--- config.mk ---
export PLATFORM = sky130hd
export DESIGN_NAME = pu_riscv_rf_wbarb
export DESIGN_NICKNAME = d
export VERILOG_FILES = /design/src/rtl/pu_riscv_wbarb_pkg.sv /design/src/rtl/pu_riscv_rr_arbiter.sv /design/src/rtl/pu_riscv_rf_wbarb.sv
export SDC_FILE = /design/constraint.sdc
export NUM_CORES = 1
export LEC_CHECK = 0
export BUFFER_PORTS_ARGS = -buffer_cell sky130_fd_sc_hd__buf_4
export CORE_MARGIN = 1.5
export CORE_UTILIZATION = 40
export CTS_CLUSTER_DIAMETER = 200
export DETAILED_ROUTE_END_ITERATION = 8
export PLACE_DENSITY = 0.75
export SYNTH_ARGS = -nofsm -noshare
export SYNTH_HDL_FRONTEND = slang
export SYNTH_SLANG_ARGS = --single-unit
--- constraint.sdc ---
create_clock -name clk -period 3.96 [get_ports clk]
set_input_delay 0.792 -clock clk [delete_from_list [all_inputs] [get_ports clk]]
set_output_delay 0.792 -clock clk [all_outputs]
set_load 0.05 [all_outputs]
--- src/rtl/pu_riscv_wbarb_pkg.sv ---
// rtl/pu_riscv_wbarb_pkg.sv - shared types and constants for the register-file write-back arbiter
package pu_riscv_wbarb_pkg;

  // Requester slot assignment on the arbiter inputs
  localparam int WB_ALU = 0;
  localparam int WB_LSU = 1;
  localparam int WB_MUL = 2;

  // Default widths; the top-level XLEN/AR_BITS parameters default to these
  localparam int WB_XLEN    = 64;
  localparam int WB_AR_BITS = 5;

  // One holding-buffer entry. is_null marks a write to x0 that still
  // consumes a grant slot but never reaches the register file.
  typedef struct packed {
    logic                  valid;
    logic                  is_null;
    logic [WB_AR_BITS-1:0] dst;
    logic [WB_XLEN-1:0]    data;
  } wb_entry_t;

endpackage

--- src/rtl/pu_riscv_rr_arbiter.sv ---
// rtl/pu_riscv_rr_arbiter.sv - N-way round-robin arbiter with internal priority pointer
module pu_riscv_rr_arbiter #(
  parameter int N = 3
) (
  input  logic         clk,
  input  logic         rst,
  input  logic [N-1:0] i_req,
  output logic [N-1:0] o_gnt
);

  localparam int PW = (N > 1) ? $clog2(N) : 1;

  logic [PW-1:0] r_ptr;
  logic [PW-1:0] w_next_ptr;
  logic          w_any;

  // Pick the first requester at or after the pointer, then wrap to index 0
  always_comb begin
    o_gnt      = '0;
    w_any      = 1'b0;
    w_next_ptr = r_ptr;
    for (int i = 0; i < N; i++) begin
      if (!w_any && (i >= int'(r_ptr)) && i_req[i]) begin
        w_any      = 1'b1;
        o_gnt[i]   = 1'b1;
        w_next_ptr = (i == N - 1) ? '0 : PW'(i + 1);
      end
    end
    for (int i = 0; i < N; i++) begin
      if (!w_any && i_req[i]) begin
        w_any      = 1'b1;
        o_gnt[i]   = 1'b1;
        w_next_ptr = (i == N - 1) ? '0 : PW'(i + 1);
      end
    end
  end

  // Pointer moves just past the winner; it holds when nothing is granted
  always_ff @(posedge clk) begin
    if (rst) begin
      r_ptr <= '0;
    end else if (w_any) begin
      r_ptr <= w_next_ptr;
    end
  end

endmodule

--- src/rtl/pu_riscv_rf_wbarb.sv ---
// rtl/pu_riscv_rf_wbarb.sv - register-file write-back arbiter with per-requester holding buffers
module pu_riscv_rf_wbarb
  import pu_riscv_wbarb_pkg::*;
#(
  parameter int XLEN    = WB_XLEN,
  parameter int AR_BITS = WB_AR_BITS,
  parameter int NREQ    = 3
) (
  input  logic                          clk,
  input  logic                          rst,
  input  logic [NREQ-1:0]               req_valid,
  input  logic [NREQ-1:0][AR_BITS-1:0]  req_dst,
  input  logic [NREQ-1:0][XLEN-1:0]     req_data,
  output logic [NREQ-1:0]               req_ready,
  output logic [AR_BITS-1:0]            rf_dst,
  output logic [XLEN-1:0]               rf_dstv,
  output logic                          rf_we,
  output logic [31:0]                   pend_mask,
  input  logic                          du_stall,
  output logic                          du_idle
);

  wb_entry_t       r_buf [NREQ];
  logic [NREQ-1:0] w_buf_valid;
  logic [NREQ-1:0] w_arb_req;
  logic [NREQ-1:0] w_gnt;
  logic [NREQ-1:0] w_accept;

  // Occupancy vector; a reset cycle withholds requests so buffered writes are dropped, not written
  always_comb begin
    w_buf_valid = '0;
    for (int i = 0; i < NREQ; i++) begin
      w_buf_valid[i] = r_buf[i].valid;
    end
    w_arb_req = w_buf_valid & {NREQ{~rst}};
  end

  pu_riscv_rr_arbiter #(
    .N (NREQ)
  ) u_arb (
    .clk   (clk),
    .rst   (rst),
    .i_req (w_arb_req),
    .o_gnt (w_gnt)
  );

  // Acceptance: free (or draining) slot, no stall, and no other in-flight write to the same register
  always_comb begin
    logic [NREQ-1:0] rdy;
    logic [NREQ-1:0] acc;
    logic            conf;
    rdy  = '0;
    acc  = '0;
    conf = 1'b0;
    for (int i = 0; i < NREQ; i++) begin
      conf = 1'b0;
      for (int j = 0; j < NREQ; j++) begin
        if ((j != i) && r_buf[j].valid && !w_gnt[j] && (r_buf[j].dst == req_dst[i])) begin
          conf = 1'b1;
        end
      end
      for (int k = 0; k < i; k++) begin
        if (acc[k] && (req_dst[k] == req_dst[i])) begin
          conf = 1'b1;
        end
      end
      rdy[i] = !rst && !du_stall && (!r_buf[i].valid || w_gnt[i]) && !conf;
      acc[i] = req_valid[i] && rdy[i];
    end
    req_ready = rdy;
    w_accept  = acc;
  end

  // Buffers load on acceptance, otherwise empty on grant; a reload in the grant cycle keeps them full
  always_ff @(posedge clk) begin
    if (rst) begin
      for (int i = 0; i < NREQ; i++) begin
        r_buf[i] <= '0;
      end
    end else begin
      for (int i = 0; i < NREQ; i++) begin
        if (w_accept[i]) begin
          r_buf[i].valid   <= 1'b1;
          r_buf[i].is_null <= (req_dst[i] == '0);
          r_buf[i].dst     <= req_dst[i];
          r_buf[i].data    <= req_data[i];
        end else if (w_gnt[i]) begin
          r_buf[i].valid <= 1'b0;
        end
      end
    end
  end

  // Write port driven straight from the granted buffer; x0 entries burn the slot with rf_we low
  always_comb begin
    rf_we   = 1'b0;
    rf_dst  = '0;
    rf_dstv = '0;
    for (int i = 0; i < NREQ; i++) begin
      if (w_gnt[i]) begin
        rf_we   = !r_buf[i].is_null;
        rf_dst  = r_buf[i].dst;
        rf_dstv = r_buf[i].data;
      end
    end
  end

  // Pending-write mask for hazard detection plus debug drain status
  always_comb begin
    pend_mask = '0;
    for (int i = 0; i < NREQ; i++) begin
      if (r_buf[i].valid && !r_buf[i].is_null) begin
        pend_mask[r_buf[i].dst] = 1'b1;
      end
    end
    du_idle = du_stall && (w_buf_valid == '0);
  end

endmodule

Yosys cells after proc, flatten, opt, wreduce, memory -nomap -nowiden --
Memory sizes are Yosys's and may differ from the RTL's. Cells that the tools add are included.
Operators by class: multiplexer cells 82, eq/ne operators 9, order comparisons 9, bitwise operators 19, reductions and logical operators 65
Operator list (number):
- $mux W64 | 6
- $mux W32 | 3
- $or A32 B32 Y32 | 2
- $mux W1 | 58
- $eq A5 B5 Y1 | 9
- $logic_and A1 B1 Y1 | 37
- $mux W5 | 6
- $logic_not A1 Y1 | 19
- $lt A5 B6 Y1 const B | 3
- $demux W1 S5 | 3
- $ge A5 B1 Y1 const B | 3
- $logic_not A5 Y1 | 3
- $or A1 B1 Y1 | 15
- $mux W2 | 6
- $reduce_bool A6 Y1 | 1
- $ge A1 B2 Y1 const A | 2
- $and A3 B3 Y3 | 1
- $logic_not A3 Y1 | 1
- $logic_or A1 B1 Y1 | 3
- $ge A2 B2 Y1 const A | 1
- $reduce_and A2 Y1 | 1
- $not A1 Y1 | 1
Word-level totals: register bits 2, input bits 213, memories 1, output and inout port bits 106, bits in writable memories 213, logic and storage cells 186
Memory list:
- r_buf | depth 3, width 71, rd ports 3, clocked after Yosys merged registers in 0, write ports 3, line pu_riscv_rf_wbarb.sv:23 | wb_entry_t r_buf [NREQ];

Logic depth before layout (Yosys ltp) --
word-level depth 43, gate-level depth with buffers 10, gate-level depth less buffers 7

Cells and area by module --
From an unflattened synthesis, not the netlist that was laid out.
Second synthesis, totals: cells, all modules 1075, area, all modules 11817.6 µm²
Modules (own cells, without submodules):
- pu_riscv_rf_wbarb | times used 1, area an instance 11599.9 µm², cells an instance 1051, sequential area each 6386.1 µm²
- pu_riscv_rr_arbiter | times used 1, area an instance 217.7 µm², cells an instance 24, sequential area each 40.0 µm²

Worst setup path before layout --
Ideal clock, no wire load.
path type input -> register, from in req_dst[2] in the netlist's numbering, to mem r_buf[0][0] in the netlist's numbering (enable), setup slack -53 ps, library setup time 430 ps, required time 3530 ps, path buffers 1, stages on the path 7, data arrival time 3583 ps, cell sequence clkbuf_1 -> xnor2_1 -> nand3_1 -> a211oi_2 -> nor3_4 -> nand2_1 -> nand2_1
RTL lines:
- start, declared | line pu_riscv_rf_wbarb.sv:12 | input logic [NREQ-1:0][AR_BITS-1:0] req_dst,
- end, declared | line pu_riscv_rf_wbarb.sv:23

==> results.md <==
* First drt pass iteration count at 7
* Worst Tran Pin Value at 1115 ps
* Count of clock tree sinks at 215
* Cell count after synthesis at between 900 and 1k
* Die Y at 172.7 um
* Net switching power at around 2.8 mW
* Area share of the leading cell type in the synthesized netlist at 55.29%
* CP Data Arrival Time at 3120 ps
* Number of vias in the routed layout at 8,405
* Seq/Total Area, Yosys at 55.81%
* Total clock buffers created by CTS at 23
* LEAKAGE at about 6.6 nW
* Unrepaired setup endpoints after global routing: no
* First-pass GRT wire length at 49,110 um
* Final critical-path setup slack at 45.11 ps
* Beginning of the worst hold path: rst
* Final cell count without fillers at 1,593
* Switching part of the total at 35.57%
* Final Cycle Share at 98.86%
* Wire per inst at slightly above 20 um
* Core region area at 28,090 um^2
* Mean Syn Cell Area at 12.60 um^2
* Maximum fanout along the worst path at 46
* Reg-to-reg critical path startpoint: r_buf[0][70]$_SDFFCE_PN0P_
* Design Power at about 8 mW
* Pre-CTS worst setup slack at 421.3 ps
* Synthesis-to-layout area growth at 29.10%
* Crit Path Category: flip-flop to primary output
* Die area at 29,810 um^2
* Hold Path Depth at 2
* Global-route usage over all layers at 21.01%
* Cell count after placement at 1,549
* Synth Warn # at 0
* Starting utilization of the core area at 41.00%
* Placed cell areas at ~14,000 um^2
* P per Cell Area at 530.3 nW/um^2
* Tightest slew margin relative to the limit at 25.54%
* Family with the most delay on the worst path: compound AO/OA/AOI/OAI gates
* Vias per inst at 5.276
* Hold violation count in the final report at 0
* Number of inserted filler cells in the final layout at about 2.4k
* Data required time at the worst endpoint at 3170 ps
* Final-report max-slew violation count at 0
* Final routed wirelength across all metal layers at 32,500 um
* HPWL Detailed at 21,780 um
* Destination of the worst register-to-register timing path: r_buf[1][30]$_SDFFCE_PN0P_
* Nets in the synthesized netlist at 1,127
* Initial DRC Count at 963
* Row Count at 61
* Startpoint Class: flip-flop
* Netlist cell types at 51
* Post-cts resize count at 0
* Clock tree from TritonCTS: built
* Clock Latency Late Sink at around 500 ps
* Setup Viol. Count Final at 0
* Width of the die at 172.7 um
* Part of the total power dissipated in sequential elements at 39.2%
* Peak Freq at 255.4 MHz
* Syn Std Cell Area at 11,510 um^2
* Cell chosen for the clock root: clkbuf_16
* DRC errors left at 0
* R2R setup slack at 960 ps
* Worst Skew at roughly 21 ps
* Comb pwr share at 34.7%
* Final core area utilization at a little over half
* Final total negative setup slack at 0 ps
* Result of the run: complete, no violations
* Worst hold margin at 524.2 ps
* Initial antenna violation count at 0
* Total inserted antenna cells at 0
* Final net count at about 1.4k
* Final design area excluding fillers at 14,870 um^2
* Total stage count of the critical path at 7
* Flip-flop and latch count after synthesis at between 200 and 250
* Number of cells traversed by the worst register-to-register path at 8
* Endpoint with the worst hold slack: u_arb.r_ptr[1]$_SDFFE_PP0P_
* Library cell occupying the most area in the post-synthesis netlist: edfxtp_1
* Min cycle time layout at 3915 ps
* Maximum number of pins on one net before global-route repair at 72
* Peak supply drop at 350.6 uV
* Ports at around 320
* Final Wtd Congestion at 0.9513
* Worst Setup End Kind: primary output
* Series of cell instances along the critical path: or2_2, o211ai_2, and3_2, buf_12, a222oi_1, inv_1, buf_4
* Prevailing post-synth register cell: edfxtp_1
* Clock slew at the register clock pins of the worst setup and hold paths at 60 ps
* Via count of the first global-routing pass at 8,434
* Proportion of synthesized flip-flops having asynchronous set or reset at 0%
* Largest cells by area after synthesis: edfxtp_1 55%, nor2b_4 9.6%, a222oi_1 6.2%
* EDFF count, synth at 212
* Level count of the clock H-tree at 1
* Maximum number of buffers from clock root to sink at 3
* Clock network power share at 26.1%
* Number of buffer and inverter stages on the critical path at 3
* Fraction of layout instances using a drive strength above 1 at 38.85%
* Port Buf Inserts at 318
* Total global routing overflow at 0
* Internal power contribution at 5.079 mW
* Worst min-delay path category: input port to flip-flop
* Post-route ant nets at 0
* Longest individual stage delay on the worst path at 730 ps
* Critical Path Slowest Stage Cell: a222oi_1
* Count of max-cap constraint violations at 0
==> power by group through the flow <==
stage / clock network [mW] / registers [mW] / logic, mW
floorplan: 0 / 3.03 / 2.06
global placement: 0 / 3.13 / 2.70
detailed placement: 0 / 3.15 / 2.73
CTS: 2.11 / 3.10 / 2.74
global route: 2.20 / 3.12 / 2.90
finish: 2.06 / 3.09 / 2.74
==> worst max path at each step <==
| stage | endpoint | start |
|---|---|---|
| finish | rf_dstv[47] | r_buf[0][70]$_SDFFCE_PN0P_ |
| global route | rf_dstv[47] | r_buf[0][70]$_SDFFCE_PN0P_ |
| CTS | rf_dstv[47] | r_buf[0][70]$_SDFFCE_PN0P_ |
| detailed placement | rf_dstv[47] | rst |
| global placement | rf_dstv[47] | rst |
| floorplan | req_ready[2] | req_dst[2] |
==> synthesized netlist by cell type (2+ instances only) <==
library cell / instances
and3b_1: 5
and2_1: 71
clkbuf_1: 53
or4_1: 2
buf_12: 8
inv_1: 75
a211oi_4: 2
or2_2: 2
nor3b_1: 11
nand2_1: 75
nor4b_1: 3
nor4_1: 2
a211o_1: 2
dfxtp_1: 3
edfxtp_1: 212
xor2_1: 10
nor2b_1: 61
buf_2: 12
nand3_1: 17
a222oi_1: 71
a22oi_1: 31
nor3_1: 11
xnor2_1: 35
and3_1: 7
a211oi_2: 3
buf_6: 7
a21o_1: 2
nor2_1: 15
a21oi_1: 5
nor2b_4: 80
==> layout make-up <==
cell class / count / area [um^2] / share of cell area (%)
timing repair buffer: 341 / 2660 / 17.89
clock inverter: 14 / 122.6 / 0.8248
clock buffer: 28 / 594.3 / 3.998
inverter: 75 / 281.5 / 1.894
multi-input combinational: 542 / 4308 / 28.98
tap: 378 / 473.0 / 3.182
sequential: 215 / 6426 / 43.23
==> cells by family (layout without fill, tap and decap cells) <==
group	after synthesis	in the layout	synth area share [%]
AO/OA/AOI/OAI	124	124	10.02
XOR/XNOR	45	45	3.423
buffers and inverters	157	458	6.965
adder cells (fa/ha/maj)	1	1	0.08693
flip-flops	215	215	55.81
AND/OR/NAND/NOR	372	372	23.70
==> repair_timing <==
| action | 4_1_cts | 5_1_grt |
|---|---|---|
| endpoints found under the hold margin | 0 | 0 |
| setup buffers | 0 | 2 |
| hold buffers | 0 | 0 |
| endpoints found under the setup margin | 0 | 1 |
==> flip-flops by register name, summed over array words and instances (netlist names) <==
signal and cells:
u_arb.r_ptr 2, r_buf 213
==> cell usage in the layout, fill, tap and decap left out, types with 11 or more instances in the layout <==
master	count
buf_4	333
nor2b_4	80
edfxtp_1	212
nand2_1	73
nor3b_1	11
nor2b_1	61
inv_1	75
a222oi_1	71
clkbuf_16	23
nor3_1	11
and2_1	69
nand3_1	17
xnor2_1	35
a22oi_1	31
nor2_1	15
==> per-layer routing <==
layer / vias to the layer above / global-route usage (%) / part of all wire [%]
met3: 50 / 4.705 / 10
li1: 3854 / - / -
met4: 0 / 6.014 / 2.4
met5: - / 0 / 0
met1: 4025 / 26.58 / 39
met2: 476 / 36.09 / 49
(Power assumes the default switching activity.)
